--- src/rtl/barret_pkg.sv ---
// Shared constants and response type for the Barrett mod-2423 reduction arbiter.
package barret_pkg;

    localparam int DIN_W    = 23;
    localparam int DOUT_W   = 12;
    localparam int T_W      = 12;
    localparam int ID_MAX_W = 3;
    localparam int Q        = 2423;
    localparam int MU       = 6924;
    localparam int QQ_BOUND = Q * Q;

    typedef struct packed {
        logic [DOUT_W-1:0]   data;
        logic [ID_MAX_W-1:0] id;
        logic                err;
    } rsp_t;

endpackage

--- src/rtl/barret_pipe_2423.sv ---
// Three-stage Barrett reduction pipeline: operand capture, quotient estimate, remainder fix-up.
module barret_pipe_2423 #(
    parameter int ID_W = 2,
    parameter int Q    = barret_pkg::Q,
    parameter int MU   = barret_pkg::MU
) (
    input  logic                          clk,
    input  logic                          rst,
    input  logic                          in_valid,
    input  logic [barret_pkg::DIN_W-1:0]  in_data,
    input  logic [ID_W-1:0]               in_id,
    input  logic                          advance,
    output logic                          out_valid,
    output logic [barret_pkg::DOUT_W-1:0] out_data,
    output logic [ID_W-1:0]               out_id,
    output logic                          out_err
);
    import barret_pkg::*;

    localparam logic [23:0]      MU_W  = 24'(MU);
    localparam logic [23:0]      Q_W   = 24'(Q);
    localparam logic [DIN_W-1:0] Q_D   = DIN_W'(Q);
    localparam logic [DIN_W-1:0] Q2_D  = DIN_W'(2 * Q);
    localparam logic [DIN_W-1:0] BOUND = DIN_W'(Q * Q);

    logic             s1_valid_q, s1_valid_d;
    logic [DIN_W-1:0] s1_din_q, s1_din_d;
    logic [ID_W-1:0]  s1_id_q, s1_id_d;
    logic             s2_valid_q, s2_valid_d;
    logic [DIN_W-1:0] s2_din_q, s2_din_d;
    logic [T_W-1:0]   s2_t_q, s2_t_d;
    logic [ID_W-1:0]  s2_id_q, s2_id_d;
    logic             s3_valid_q, s3_valid_d;
    rsp_t             s3_rsp_q, s3_rsp_d;
    logic [DIN_W-1:0] r;
    rsp_t             res;

    always_comb begin
        r   = DIN_W'({1'b0, s2_din_q} - ({12'b0, s2_t_q} * Q_W));
        res = '0;
        res.id = ID_MAX_W'(s2_id_q);
        // The truncated quotient can undershoot by up to two, so the remainder may reach 3Q-1.
        if (s2_din_q >= BOUND) begin
            res.err  = 1'b1;
            res.data = '0;
        end else if (r >= Q2_D) begin
            res.data = DOUT_W'(r - Q2_D);
        end else if (r >= Q_D) begin
            res.data = DOUT_W'(r - Q_D);
        end else begin
            res.data = DOUT_W'(r);
        end

        s1_valid_d = s1_valid_q;
        s1_din_d   = s1_din_q;
        s1_id_d    = s1_id_q;
        s2_valid_d = s2_valid_q;
        s2_din_d   = s2_din_q;
        s2_t_d     = s2_t_q;
        s2_id_d    = s2_id_q;
        s3_valid_d = s3_valid_q;
        s3_rsp_d   = s3_rsp_q;
        if (advance) begin
            s1_valid_d = in_valid;
            s1_din_d   = in_data;
            s1_id_d    = in_id;
            s2_valid_d = s1_valid_q;
            s2_din_d   = s1_din_q;
            s2_t_d     = T_W'(({13'b0, s1_din_q[DIN_W-1:12]} * MU_W) >> 12);
            s2_id_d    = s1_id_q;
            s3_valid_d = s2_valid_q;
            s3_rsp_d   = res;
        end
    end

    always_ff @(posedge clk or posedge rst) begin
        if (rst) begin
            s1_valid_q <= 1'b0;
            s1_din_q   <= '0;
            s1_id_q    <= '0;
            s2_valid_q <= 1'b0;
            s2_din_q   <= '0;
            s2_t_q     <= '0;
            s2_id_q    <= '0;
            s3_valid_q <= 1'b0;
            s3_rsp_q   <= '0;
        end else begin
            s1_valid_q <= s1_valid_d;
            s1_din_q   <= s1_din_d;
            s1_id_q    <= s1_id_d;
            s2_valid_q <= s2_valid_d;
            s2_din_q   <= s2_din_d;
            s2_t_q     <= s2_t_d;
            s2_id_q    <= s2_id_d;
            s3_valid_q <= s3_valid_d;
            s3_rsp_q   <= s3_rsp_d;
        end
    end

    assign out_valid = s3_valid_q;
    assign out_data  = s3_rsp_q.data;
    assign out_id    = ID_W'(s3_rsp_q.id);
    assign out_err   = s3_rsp_q.err;

endmodule

--- src/rtl/barret_2423_arbiter.sv ---
// Round-robin arbiter feeding one shared mod-2423 reduction pipeline; stalls globally on backpressure.
module barret_2423_arbiter #(
    parameter int N_REQ = 4,
    parameter int Q     = barret_pkg::Q,
    parameter int MU    = barret_pkg::MU,
    localparam int ID_W = $clog2(N_REQ)
) (
    input  logic                                clk,
    input  logic                                rst,
    input  logic [N_REQ-1:0]                    req_valid,
    input  logic [N_REQ*barret_pkg::DIN_W-1:0]  req_data,
    output logic [N_REQ-1:0]                    req_ready,
    output logic                                rsp_valid,
    input  logic                                rsp_ready,
    output logic [barret_pkg::DOUT_W-1:0]       rsp_data,
    output logic [ID_W-1:0]                     rsp_id,
    output logic                                rsp_err
);
    import barret_pkg::*;

    logic             stall;
    logic             found;
    logic             accept;
    logic [ID_W-1:0]  grant_id;
    logic [ID_W-1:0]  rr_ptr_q, rr_ptr_d;
    logic [DIN_W-1:0] din_sel;

    // Search wraps naturally in ID_W bits because N_REQ is a power of two.
    always_comb begin : arb
        logic [ID_W-1:0] idx;
        stall    = rsp_valid && !rsp_ready;
        found    = 1'b0;
        grant_id = rr_ptr_q;
        idx      = '0;
        for (int k = 0; k < N_REQ; k++) begin
            idx = rr_ptr_q + ID_W'(k);
            if (!found && req_valid[idx]) begin
                found    = 1'b1;
                grant_id = idx;
            end
        end

        accept    = found && !stall && !rst;
        req_ready = '0;
        if (accept) begin
            req_ready[grant_id] = 1'b1;
        end

        din_sel = '0;
        for (int i = 0; i < N_REQ; i++) begin
            if (ID_W'(i) == grant_id) begin
                din_sel = req_data[i*DIN_W +: DIN_W];
            end
        end

        rr_ptr_d = accept ? grant_id + ID_W'(1) : rr_ptr_q;
    end

    always_ff @(posedge clk or posedge rst) begin
        if (rst) begin
            rr_ptr_q <= '0;
        end else begin
            rr_ptr_q <= rr_ptr_d;
        end
    end

    barret_pipe_2423 #(
        .ID_W (ID_W),
        .Q    (Q),
        .MU   (MU)
    ) u_pipe (
        .clk       (clk),
        .rst       (rst),
        .in_valid  (accept),
        .in_data   (din_sel),
        .in_id     (grant_id),
        .advance   (!stall),
        .out_valid (rsp_valid),
        .out_data  (rsp_data),
        .out_id    (rsp_id),
        .out_err   (rsp_err)
    );

endmodule
--- config.mk ---
export PLATFORM = sky130hd
export DESIGN_NAME = barret_2423_arbiter
export DESIGN_NICKNAME = d
export VERILOG_FILES = /design/src/rtl/barret_pkg.sv /design/src/rtl/barret_pipe_2423.sv /design/src/rtl/barret_2423_arbiter.sv
export SDC_FILE = /design/constraint.sdc
export NUM_CORES = 1
export LEC_CHECK = 0
export CAP_MARGIN = 0
export CORE_ASPECT_RATIO = 1.2
export CORE_MARGIN = 1.5
export CORE_UTILIZATION = 41
export CTS_CLUSTER_DIAMETER = 60
export DETAILED_ROUTE_END_ITERATION = 6
export DONT_BUFFER_PORTS = 1
export GPL_ROUTABILITY_DRIVEN = 1
export HOLD_SLACK_MARGIN = 0.08
export PLACE_DENSITY_LB_ADDON = 0.3
export SLEW_MARGIN = 20
export SYNTH_ARGS = -nofsm -noshare
export SYNTH_HDL_FRONTEND = slang
export SYNTH_HIERARCHICAL = 1
export SYNTH_SLANG_ARGS = --single-unit
--- constraint.sdc ---
create_clock -name clk -period 10.75 [get_ports clk]
set_input_delay 2.15 -clock clk [delete_from_list [all_inputs] [get_ports clk]]
set_output_delay 2.15 -clock clk [all_outputs]
set_load 0.01 [all_outputs]
== Yosys cells after proc, flatten, opt, wreduce, memory -nomap -nowiden ==
Cells that the tools add are included.

* Add/subtract/negate cells: 7
* $mul: 2
* $lt $le $gt $ge: 9
* Eq/ne operators: 3
* Mux-type cells: 26
* Reduce and logical (&&, ||, !) cells: 14

{| class="wikitable"
|+ Operators with widths
! kind !! count
|-
| 23-bit 2-to-1 mux || 4
|-
| 12-bit 2-to-1 mux || 3
|-
| 23-bit by 12-bit greater-or-equal comparator with 1-bit output (second input constant) || 1
|-
| 23-bit by 13-bit greater-or-equal comparator with 1-bit output (second input constant) || 1
|-
| 23-bit greater-or-equal comparator (second input constant) || 1
|-
| 12-bit by 12-bit multiplier with 23-bit output (second input constant) || 1
|-
| 23-bit subtractor || 1
|-
| 11-bit by 11-bit multiplier with 22-bit output (second input constant) || 1
|-
| 2-bit by 3-bit less-than comparator with 1-bit output (second input constant) || 5
|-
| 12-bit by 10-bit subtractor with 12-bit output (second input constant) || 1
|-
| 12-bit subtractor (second input constant) || 1
|-
| 1-bit 2-to-1 mux || 10
|-
| 1-bit binary-select mux with 2-bit select || 4
|-
| 1-bit logical AND || 7
|-
| 1-bit logical NOT || 6
|-
| 2-bit 2-to-1 mux || 3
|-
| 2-bit by 1-bit adder with 2-bit output (second input constant) || 2
|-
| 2-bit adder (second input constant) || 2
|-
| 2-bit equality test (first input constant) || 2
|-
| 4-bit 2-to-1 mux || 1
|-
| 1-bit demux with 2-bit select || 1
|-
| 1-bit by 2-bit equality test with 1-bit output (first input constant) || 1
|-
| 2-bit by 1-bit greater-or-equal comparator with 1-bit output (second input constant) || 1
|-
| 2-bit logical NOT || 1
|}

* Bits in registers: 82
* Output and inout bits: 20
* Word-level logic and storage cells: 73

== Logic depth before layout (Yosys ltp) ==
* Word-level depth: 17
* Depth in mapped cells: 26
* Depth with buffers taken out: 23

== By module ==
The synthesis kept the hierarchy.

{| class="wikitable"
|+ By module, submodules not included
! module !! instances !! cells an instance !! area an instance (sq um) !! seq. area each (sq um)
|-
| barret_pipe_2423 || 1 || 1012 || 9877.0 || 2001.9
|-
| barret_2423_arbiter || 1 || 145 || 977.2 || 50.0
|}

== Least setup slack after synthesis ==
Ideal clock, no wire load.

* Path type: register to register
* From: reg u_pipe.s2_t_q[7]
* To: reg u_pipe.s3_rsp_q, in the netlist u_pipe/out_data[5]
* Arrival: 6.117 ns
* Required time: 10.618 ns
* Setup slack: 4.502 ns
* Stages on the path, launching flop included: 25
* Buffers on the path: 2
* Cell sequence: dfrtp_1 -> inv_1 -> fa_1 -> inv_1 -> fa_1 -> inv_1 -> fa_1 -> fa_1 -> inv_1 -> fa_1 -> inv_1 -> ha_1 -> buf_4 -> nand2_1 -> o211a_1 -> or2_1 -> a2111o_1 -> nand3_1 -> nand4bb_1 -> nor4_2 -> buf_2 -> o2111ai_1 -> a222oi_1 -> xor2_1 -> o2bb2ai_1

* Cells in the longest elaborated chain, start to end: 6
* Elaborated cells on any way between the ends: 7
* Classes of those cells: 1 x add/sub; 1 x mul; 2 x order compare; 3 x mux

{| class="wikitable"
|+ RTL lines
! element !! line !! text
|-
| from (decl) || barret_pipe_2423.sv:31 || <nowiki>logic [T_W-1:0] s2_t_q, s2_t_d;</nowiki>
|-
| from (signal assigned) || barret_pipe_2423.sv:93 || <nowiki>s2_t_q <= s2_t_d;</nowiki>
|-
| 12-bit by 12-bit multiplier with 23-bit output (*) || barret_pipe_2423.sv:39 || <nowiki>r = DIN_W'({1'b0, s2_din_q} - ({12'b0, s2_t_q} * Q_W));</nowiki>
|-
| 23-bit subtractor (*) || barret_pipe_2423.sv:39 ||
|-
| 23-bit by 12-bit greater-or-equal comparator with 1-bit output || barret_pipe_2423.sv:48 || <nowiki>end else if (r >= Q_D) begin</nowiki>
|-
| 12-bit 2-to-1 mux || barret_pipe_2423.sv:48 ||
|-
| 12-bit 2-to-1 mux (*) || barret_pipe_2423.sv:46 || <nowiki>end else if (r >= Q2_D) begin</nowiki>
|-
| 12-bit 2-to-1 mux (*) || barret_pipe_2423.sv:43 || <nowiki>if (s2_din_q >= BOUND) begin</nowiki>
|-
| to (signal assigned) || barret_pipe_2423.sv:96 || <nowiki>s3_rsp_q <= s3_rsp_d;</nowiki>
|-
| to (decl) || barret_pipe_2423.sv:34 || <nowiki>rsp_t s3_rsp_q, s3_rsp_d;</nowiki>
|}

Mark *: on every way between the ends. The rest lies on a longest branch, timed or not.
A chain may end at the register's enable or synchronous reset.

== Final worst setup path ==
Ends and elaborated chain as after synthesis.

==> summary.txt <==
status = finished, final reports clean
number of synthesized flops with an enable pin = 0
Syn-to-layout area delta = 5.61%
post-synthesis mux area share = 0.0510
total of max-cap violations = 0
IO Port Bufs = 0
DR vias = 7,966
largest family of logic cells by synthesized area = adder cells
Crit path largest cell delay = 560 ps
CP required = 10,980 ps
DP Wirelength = 20.5 mm
predominant post-synthesis flop cell = dfrtp_1
reg2reg start = u_pipe/s2_t_q[7]
Total GRT Usage = 0.188
I/O pin total = 119
syn_nets = 1,518
XOR/XNOR Fraction of Synth Area = 0.0323
Post-CTS Hold Buffers = 0
kind of critical path = reg -> reg
Yosys Warn Count = 6
largest net degree at the start of global routing = 87
sequential cell area fraction in the yosys report = 0.189
# rows = 65
Initial Util = 0.414
syn avg cell area = 9.38 sq um
routed vias/inst = 5.42
Routed WL per cell = 16.5 microns
Nets = 1,492
Crit. End Element = flip-flop
DIE HEIGHT = 181 microns
CTS Buf Count = 9
Synth Area in Compound Gates = 0.163
vias in the first global route = 8,190
CP Launch Type = flip-flop
placed cells = 1,455
Final min period = 6840 ps
endpoints failing hold = 0
Die ar. = 0.0275 sq mm
clk_skew = 12.6 ps
Crit Path Max Fanout = 13
pre-CTS setup slack = 3960 ps
worst hold path type = reg -> reg
Yosys cell types = 81
post-route ant nets = 0
CP bufs+invs = 6
# setup viols final = 0
core region area = 0.0262 sq mm
Clock Path Buffers = 2
post-synthesis simple-gate area fraction = 0.102
Pins Over Slew Limit = 0
fraction of layout cells with a size suffix above 1 = 0.0766
Rel. slew slack = 0.389
post-CTS setup buffer count = 0
ranking of synthesized cells by area = ha_1 19%, dfrtp_1 19%, fa_1 18%
post-route DRC violation count = 0
H-tree lvl count = 3
hold path startpoint = u_pipe/s1_din_q[6]
initial antenna violation count = 0
Final Instance Count excl. Fillers = 1,471
count leader, synth = inv_1
Max Fclk = 146 MHz
gr ovfl total = 0
Initial DRC Count = 361
drt first pass iters = 5
setup slack after layout = 3910 ps
fillers = 2,566
CTS tree = built
root buf cell = clkbuf_16
RSZ-0062 raised after global routing = no
FF+latch count, synth = 82
top cell type's share of synthesized area = 0.191
post-synthesis adder-cell area fraction = 0.368
drt total wl = 24.2 mm
die width = 152 microns
WP data arrival = 7070 ps
first-pass GRT wire length = 41.0 mm
CP max stage cell = fa_1
CP startpoint = u_pipe/s2_t_q[7]
Sink Count = 82
CP top delay family = adder cells
cell taking the most area after synthesis = ha_1
final period utilization = 0.636
clk_lat worst skew = 360 ps
Worst-Margin Slew = 917 ps
ys async rst share = 1.00
Cell Area, Synth = 0.0109 sq mm
critical path, cell by cell = inv_1 -> fa_1 -> inv_1 -> fa_1 -> inv_1 -> fa_1 -> fa_1 -> inv_1 -> fa_1 -> inv_1 -> ha_1 -> nand2_1 -> o211a_1 -> or2_1 -> a2111o_1 -> nand3_1 -> nand4bb_1 -> nor4_2 -> buf_4 -> nand3_1 -> a222oi_1 -> xor2_1 -> o2bb2ai_1
commonest cells in the netlist = 220 x inv_1, 166 x ha_1, 96 x fa_1, 82 x dfrtp_1, 73 x nand2_1
setup TNS = 0 ps
post-CTS resize count = 0
Mapped Cells = 1,157
ant diodes = 0
GP Congestion = 0.925
Reg clk slew, reported paths = 70 ps
[stage by stage]
step | util | area (sq um) | hold slack, ps
2_1_floorplan | - | 10900 | 449
3_3_place_gp | 0.425 | 11100 | 462
3_5_place_dp | 0.425 | 11100 | 468
4_1_cts | 0.438 | 11500 | 484
5_1_grt | 0.438 | 11500 | 521
6_report | 0.438 | 11500 | 475
[metal layers]
layer  vias up  part of all wire  track usage
met2       211              0.49        0.320
met3        45             0.040       0.0250
met5         -                 0            0
met1      3818              0.44        0.240
li1       3892                 -            -
met4         0             0.032       0.0712
[registers in the layout (all words and copies together) (netlist names)]
signal	count
rr_ptr_q	2
u_pipe/out_data	12
u_pipe/out_err	1
u_pipe/out_id	2
u_pipe/out_valid	1
u_pipe/s1_din_q	23
u_pipe/s1_id_q	2
u_pipe/s1_valid_q	1
u_pipe/s2_din_q	23
u_pipe/s2_id_q	2
u_pipe/s2_t_q	12
u_pipe/s2_valid_q	1
[layout by cell type, fill, tap and decap left out, drive strengths merged, types with 21 or more instances in the layout]
cell      n
nor2     36
o31ai    24
dfrtp    82
mux2     39
xnor2    21
fa       96
nor2b    29
inv     221
a21oi    38
ha      166
a221oi   23
o21ai    48
nand2    74
[cell type report]
type	instances	area [sq um]	share of cell area
Sequential cell	82	2050	0.179
Timing Repair Buffer	6	48.8	0.00426
Clock inverter	7	101	0.00884
Inverter	220	827	0.0721
Multi-Input combinational cell	812	7790	0.680
Tap cell	335	419	0.0366
Clock buffer	9	225	0.0196
[worst paths after layout]
check / endpoint / slack, ps / cells after the start
max: u_pipe/out_data[5] / 3910 / 23
min: u_pipe/s2_din_q[6] / 480 / 2
max reg2reg: u_pipe/out_data[5] / 3910 / 23
min reg2reg: u_pipe/s2_din_q[6] / 480 / 2
max in group asynchronous: u_pipe/s2_din_q[21] / 8350 / 2
min in group asynchronous: rr_ptr_q[0] / 1570 / 1
[logic make-up after synthesis]
logic type      Yosys count
buf+inv                 263
fa+ha+maj               262
compound gates          242
simple gates            218
flops                    82
mux                      50
xor+xnor                 40
[worst reg2reg max path, cell delays in order, from the launching register on]
cell	delay, ps
dfrtp_1	470
inv_1	200
fa_1	560
inv_1	50
fa_1	500
inv_1	50
fa_1	460
fa_1	490
inv_1	50
fa_1	520
inv_1	40
ha_1	470
nand2_1	170
o211a_1	270
or2_1	290
a2111o_1	450
nand3_1	100
nand4bb_1	120
nor4_2	330
buf_4	240
nand3_1	220
a222oi_1	400
xor2_1	190
o2bb2ai_1	80
Power is not shown: default switching activity piles up to over one toggle a cycle in this logic, so the estimate is an artifact.
